`src/rtl/decoder_if.sv`:
```
// Instruction-decoder bus: raw instruction in, registered decoded fields out.
interface decoder_if;
  logic        instr_valid;
  logic [15:0] instruction;
  logic [4:0]  opcode;
  logic        addressing_mode;
  logic [2:0]  rd;
  logic [2:0]  rs1;
  logic [2:0]  rs2;
  logic [3:0]  data_mem;
  logic [5:0]  instruction_mem;
  logic [2:0]  s_r_amount;
  logic        out_valid;
  logic        illegal_op;

  modport master (
    output instr_valid, instruction,
    input  opcode, addressing_mode, rd, rs1, rs2, data_mem, instruction_mem, s_r_amount,
    input  out_valid, illegal_op
  );

  modport slave (
    input  instr_valid, instruction,
    output opcode, addressing_mode, rd, rs1, rs2, data_mem, instruction_mem, s_r_amount,
    output out_valid, illegal_op
  );
endinterface

```
`src/rtl/decoder.sv`:
```
// 16-bit instruction decoder with one-cycle registered outputs.
// Define DECODER_ILLEGAL_CHECK_EN to flag reserved opcodes 0x1C-0x1E on illegal_op.
module decoder (
  input logic      clk,
  input logic      rst,
  decoder_if.slave bus
);

  logic [4:0] raw_op;
  assign raw_op = bus.instruction[15:11];

  logic [4:0] opcode_d, opcode_q;
  logic       am_d, am_q;
  logic [2:0] rd_d, rd_q;
  logic [2:0] rs1_d, rs1_q;
  logic [2:0] rs2_d, rs2_q;
  logic [3:0] dmem_d, dmem_q;
  logic [5:0] imem_d, imem_q;
  logic [2:0] sra_d, sra_q;
  logic       valid_q;
`ifdef DECODER_ILLEGAL_CHECK_EN
  logic       illegal_d, illegal_q;
`endif

  // Fields not used by an instruction class are forced to zero.
  always_comb begin
    opcode_d = raw_op;
    am_d     = 1'b0;
    rd_d     = '0;
    rs1_d    = '0;
    rs2_d    = '0;
    dmem_d   = '0;
    imem_d   = '0;
    sra_d    = '0;
`ifdef DECODER_ILLEGAL_CHECK_EN
    illegal_d = 1'b0;
`endif
    if (raw_op inside {[5'h01:5'h0F]}) begin
      am_d  = bus.instruction[10];
      rd_d  = bus.instruction[9:7];
      rs1_d = bus.instruction[6:4];
      rs2_d = bus.instruction[3:1];
    end else if (raw_op inside {[5'h10:5'h13]}) begin
      am_d  = bus.instruction[10];
      rd_d  = bus.instruction[9:7];
      rs1_d = bus.instruction[6:4];
      sra_d = bus.instruction[2:0];
    end else if (raw_op inside {5'h14, 5'h15}) begin
      am_d   = bus.instruction[10];
      rd_d   = bus.instruction[9:7];
      dmem_d = bus.instruction[3:0];
      // Base register only matters for register-indirect access.
      rs1_d  = bus.instruction[10] ? bus.instruction[6:4] : 3'b000;
    end else if (raw_op inside {[5'h16:5'h1B]}) begin
      imem_d = bus.instruction[5:0];
    end else if (raw_op inside {[5'h1C:5'h1E]}) begin
`ifdef DECODER_ILLEGAL_CHECK_EN
      illegal_d = 1'b1;
`else
      opcode_d = '0;
`endif
    end
  end

  always_ff @(posedge clk) begin
    if (rst) begin
      opcode_q <= '0;
      am_q     <= 1'b0;
      rd_q     <= '0;
      rs1_q    <= '0;
      rs2_q    <= '0;
      dmem_q   <= '0;
      imem_q   <= '0;
      sra_q    <= '0;
      valid_q  <= 1'b0;
`ifdef DECODER_ILLEGAL_CHECK_EN
      illegal_q <= 1'b0;
`endif
    end else if (bus.instr_valid) begin
      opcode_q <= opcode_d;
      am_q     <= am_d;
      rd_q     <= rd_d;
      rs1_q    <= rs1_d;
      rs2_q    <= rs2_d;
      dmem_q   <= dmem_d;
      imem_q   <= imem_d;
      sra_q    <= sra_d;
      valid_q  <= 1'b1;
`ifdef DECODER_ILLEGAL_CHECK_EN
      illegal_q <= illegal_d;
`endif
    end else begin
      valid_q <= 1'b0;
    end
  end

  assign bus.opcode          = opcode_q;
  assign bus.addressing_mode = am_q;
  assign bus.rd              = rd_q;
  assign bus.rs1             = rs1_q;
  assign bus.rs2             = rs2_q;
  assign bus.data_mem        = dmem_q;
  assign bus.instruction_mem = imem_q;
  assign bus.s_r_amount      = sra_q;
  assign bus.out_valid       = valid_q;
`ifdef DECODER_ILLEGAL_CHECK_EN
  assign bus.illegal_op      = illegal_q;
`else
  assign bus.illegal_op      = 1'b0;
`endif

endmodule

```
`src/flat_wrapper.sv`:
```
// flat-port wrapper written by rule: the top's interface ports become plain ports
module decoder_flat 
  (clk, rst, bus_instr_valid, bus_instruction, bus_opcode, bus_addressing_mode, bus_rd, bus_rs1, bus_rs2, bus_data_mem, bus_instruction_mem, bus_s_r_amount, bus_out_valid, bus_illegal_op);
  decoder_if bus_i ();
  input logic clk;
  input logic rst;
  input wire logic [$bits(bus_i.instr_valid)-1:0] bus_instr_valid;
  input wire logic [$bits(bus_i.instruction)-1:0] bus_instruction;
  output wire logic [$bits(bus_i.opcode)-1:0] bus_opcode;
  output wire logic [$bits(bus_i.addressing_mode)-1:0] bus_addressing_mode;
  output wire logic [$bits(bus_i.rd)-1:0] bus_rd;
  output wire logic [$bits(bus_i.rs1)-1:0] bus_rs1;
  output wire logic [$bits(bus_i.rs2)-1:0] bus_rs2;
  output wire logic [$bits(bus_i.data_mem)-1:0] bus_data_mem;
  output wire logic [$bits(bus_i.instruction_mem)-1:0] bus_instruction_mem;
  output wire logic [$bits(bus_i.s_r_amount)-1:0] bus_s_r_amount;
  output wire logic [$bits(bus_i.out_valid)-1:0] bus_out_valid;
  output wire logic [$bits(bus_i.illegal_op)-1:0] bus_illegal_op;
  assign bus_i.instr_valid = bus_instr_valid;
  assign bus_i.instruction = bus_instruction;
  assign bus_opcode = bus_i.opcode;
  assign bus_addressing_mode = bus_i.addressing_mode;
  assign bus_rd = bus_i.rd;
  assign bus_rs1 = bus_i.rs1;
  assign bus_rs2 = bus_i.rs2;
  assign bus_data_mem = bus_i.data_mem;
  assign bus_instruction_mem = bus_i.instruction_mem;
  assign bus_s_r_amount = bus_i.s_r_amount;
  assign bus_out_valid = bus_i.out_valid;
  assign bus_illegal_op = bus_i.illegal_op;
  decoder u_core (.clk(clk), .rst(rst), .bus(bus_i));
endmodule
```
`config.mk`:
```
export PLATFORM = sky130hd
export DESIGN_NAME = decoder_flat
export DESIGN_NICKNAME = d
export VERILOG_FILES = /design/src/rtl/decoder_if.sv /design/src/rtl/decoder.sv /design/src/flat_wrapper.sv
export SDC_FILE = /design/constraint.sdc
export NUM_CORES = 1
export LEC_CHECK = 0
export BUFFER_PORTS_ARGS = -buffer_cell sky130_fd_sc_hd__buf_2
export CAP_MARGIN = 20
export CORE_MARGIN = 2
export CORE_UTILIZATION = 43
export DETAILED_ROUTE_END_ITERATION = 10
export PLACE_DENSITY_LB_ADDON = 0.05
export SYNTH_ARGS = -nofsm -noshare
export SYNTH_HDL_FRONTEND = slang
export SYNTH_SLANG_ARGS = --single-unit
```
`constraint.sdc`:
```
create_clock -name clk -period 2 [get_ports clk]
set_input_delay 0.2 -clock clk [delete_from_list [all_inputs] [get_ports clk]]
set_output_delay 0.2 -clock clk [all_outputs]
set_load 0.01 [all_outputs]
```
Yosys cells after proc, flatten, opt, wreduce, memory -nomap -nowiden
Cells that the tools add are included.

Mux-type cells: 26. $add $sub $neg: 0. Eq/ne operators: 2. Reduce and logical (&&, ||, !) cells: 5. $mul: 0. $lt $le $gt $ge: 8. Shift-type cells: 0. Div/mod/pow operators: 0. Bitwise gates (word level): 0.

Operators by type and width (number): 3-bit 2-to-1 mux (10); 5-bit 2-to-1 mux (5); 6-bit 2-to-1 mux (4); 5-bit greater-or-equal comparator (second input constant) (3); 5-bit less-or-equal comparator (second input constant) (3); 4-bit 2-to-1 mux (3); 5-bit equality test (second input constant) (2); 5-bit by 1-bit greater-or-equal comparator with 1-bit output (second input constant) (1); 5-bit by 4-bit less-or-equal comparator with 1-bit output (second input constant) (1); 1-bit logical AND (4); 1-bit 2-to-1 mux (4); 2-bit nonzero test (1).

Bits in latches: 0. Logic and storage cells: 50. Memory bits (writable): 0. Bits of input ports: 19. Output and inout bits: 30. ROM bits: 0. Memories: 0. Register bits: 29.

Longest topological paths before layout
Depth after elaboration: 7. Gate-level depth with buffers: 4.

Worst setup path after synthesis
No wires, ideal clock.

Kind: input-to-reg. Start: input port bus_instruction[12]. End: register u_core.rs1_q[1] (netlist: u_core.bus.rs1[1]). Setup slack: 0.772 ns. Setup time: 0.128 ns. Stages: 4. Arrival time: 1.099 ns. Cells stage by stage: buf_6 > or4_4 > nor2_1 > o32ai_1.

Longest elaborated chain between the ends: 5.

RTL lines: from (decl) (RTL line flat_wrapper.sv:8) `input wire logic [$bits(bus_i.instruction)-1:0] bus_instruction;`; parallel branches: the longest is 4 deep, another holds 5-bit greater-or-equal comparator; 3-bit 2-to-1 mux * (RTL line decoder.sv:38) `if (raw_op inside {[5'h01:5'h0F]}) begin`; to (signal assigned) (RTL line decoder.sv:83) `rs1_q <= rs1_d;`; to (decl) (RTL line decoder.sv:15) `logic [2:0] rs1_d, rs1_q;`.

Mark *: on every way between the ends. A chain may end at the register's enable or synchronous reset.

Worst setup path after layout
Same ends and word-level chain as after synthesis.

==> metrics <==
most common flop cell mapped by yosys dfxtp_1; met1 usage between 20% and 30%; Setup TNS Final 0 ps; clock slew at reported path FFs approximately 80 ps; Overflow after GRT 0; worst ir drop on vdd 443.4 uV; most frequent cells after synthesis dfxtp_1 (29), inv_1 (12), nand2b_1 (11); final setup fails 0; GPL Wtd Cong about 0.73; most used standard cell by instance count after synthesis dfxtp_1; crit end category flop; CTS tree done; worst skew pair latency 320 ps; drc violations 5; cts repair resizes 0; Die Wd 58.64 um; Finished Cell Area about 1600 sq um; Avg Inst Size Synth between 9 and 10 sq um; largest net degree at the start of global routing 37; status complete, but fails checks; DP Area roughly 1500 sq um; top cells by area, synth dfxtp_1 (45%), or3b_2 (6.1%), nand2b_1 (5.4%), o41ai_1 (4.1%), inv_1 (3.5%); ys async rst share 0%; Routed WL approximately 2900 um; switching pwr about 290 uW; hold buffer count at cts 0; Yosys cell types 31; fillers 280; Site Rows 19; Final Cycle Share a little over half; HPWL after DPL 2104 um; post-synth top area cell dfxtp_1; GR Util met3 5.055%; number of DRC markers in iteration 0 27; clock tree root driver cell clkbuf_4; switching share of power approximately a quarter; critical path arrival between 1000 and 1500 ps; TritonRoute pass-1 iters 7; antenna fix cells 0; FF/Latch Area about 580 sq um; number of global-route vias before repair 1053; Mapped Nets 160; Longest Clk Path Bufs 2; cell area after synthesis roughly 1300 sq um; combinational share of power a little over an eighth; EDFF count, synth 0; CP Max Fanout 10; RSZ-0062 raised after global routing false; busiest layer in global routing met2; Clock Power Share about a third; GRT Overall Usage around a fifth; Non-Filler Instances between 200 and 250; Vias approximately 1200; WL/cell ~14 um; DIE AREA roughly 3400 sq um; I/O Buffers between 40 and 50; Core ar. ~2800 sq um; fin worst setup slack 943.6 ps; path type of the worst min-delay path in -> reg; clock skew 0 ps; TritonCTS buffer count 5; top cell type's share of synthesized area 45.22%; met2 global-route usage between 20 and 30%; Worst Setup Start Kind input pin; Nets roughly 200; crit path from bus_instruction[12]; I/O pin total 49; Die Ht between 50 and 60 um; initial cell density of the core about 46%; pre-CTS setup slack 608.2 ps; Power per Cell Area between 700 and 800 nW/um^2; drt via density 5.428; failing checks DRC; worst path required time around 2200 ps; ANT nets after route 0; post-synthesis sequential area ratio 45.22%; Max Clk Rate approximately 950 MHz; Tmin final 1056 ps; Clock Sink Count 29; Max-Cap Viols 0; critical path type in -> reg; Multi-input gate area 591.8 sq um; initial antenna violation count 0; synthesis-stage register bit count 29; Post-CTS Setup Bufs 0; Slew Viols, Final 0; layout cells sized above 1 roughly 38%; cell count after synthesis 141; FF-to-FF Start u_core.bus.rs1[2]$_SDFFE_PP0P_; Synth warnings 0; Seq pwr share a little over half; HP Start bus_instruction[3]; Int Pwr approximately 820 uW; static leakage roughly 0.0007 uW; first-pass GRT wire length between 4000 and 5000 um; Area growth syn-to-layout 21.64%; final hold violations 0; htree depth 2; Cells after DPL about 210
[metrics by stage]
stage / util [%] / hold WS (ps) / total power [uW]
2_1_floorplan: - / 325.7 / 714.7
6_report: 55.66 / 102.1 / 1113
5_1_grt: 55.66 / 103.8 / 1165
3_5_place_dp: 53.70 / 432.0 / 767.4
4_1_cts: 55.66 / 92.90 / 1120
3_3_place_gp: 53.70 / 431.0 / 764.4
[power by group through the flow]
stage,clock network (uW),logic [uW],registers (uW)
floorplan,0,85.2,630
detailed placement,0,148,620
global route,392,164,609
CTS,366,148,606
finish,359,148,606
global placement,0,146,619
[worst paths after layout]
path                                                               to  slack, ps  cells after the start
worst max-delay path                   u_core.bus.rs1[1]$_SDFFE_PP0P_        940                      4
worst min-delay path              u_core.bus.data_mem[3]$_SDFFE_PP0P_        100                      2
worst max register to register         u_core.bus.rs1[2]$_SDFFE_PP0P_       1060                      2
worst min register to register  u_core.bus.s_r_amount[2]$_SDFFE_PP0P_        470                      2
[sequential cells by signal (all words and copies together) (netlist names)]
| register | cells |
|---|---|
| u_core.bus.s_r_amount | 3 |
| u_core.bus.rd | 3 |
| u_core.bus.opcode | 5 |
| u_core.bus.rs1 | 3 |
| u_core.bus.out_valid | 1 |
| u_core.bus.addressing_mode | 1 |
| u_core.bus.rs2 | 3 |
| u_core.bus.data_mem | 4 |
| u_core.bus.instruction_mem | 6 |
[critical path, cell delays in order]
cell and delay [ps]:
buf_2 160, or4_4 560, nor2_1 190, o32ai_1 140
[cell families after synthesis]
kind of cell | count (synthesis) | share of synthesized area (%)
AOI/OAI and AO/OA | 38 | 21.93
other | 1 | 0.2921
DFF | 29 | 45.22
buffers and inverters | 25 | 8.674
and+or+nand+nor | 48 | 23.88
[layout by cell type (no fill, tap or decap), types with 4 or more instances in the layout]
cell	count
dfxtp_1	29
a21oi_1	5
o41ai_1	6
or3b_2	9
clkbuf_4	5
buf_2	47
nand2_1	7
nand2b_1	11
inv_1	12
nand3_1	4
o21ai_0	5
nor2_1	7
o32ai_1	4
o22ai_1	4
a22o_1	4
[layout make-up]
class                   instances  area share [%]
clock buffers                   7           3.526
multi-input cells              87           37.90
repair buffers                 49           16.03
flip-flops and latches         29           37.18
inverters                      12           2.885
well taps                      31           2.484
[per-layer routing]
| layer | wire, um | vias up | share of wire, % |
|---|---|---|---|
| met3 | 221 | 8 | 7.5 |
| met5 | 0 | - | 0 |
| li1 | - | 588 | - |
| met1 | 1369 | 532 | 47 |
| met4 | 57 | 0 | 1.9 |
| met2 | 1290 | 39 | 44 |
(Power assumes the default switching activity.)
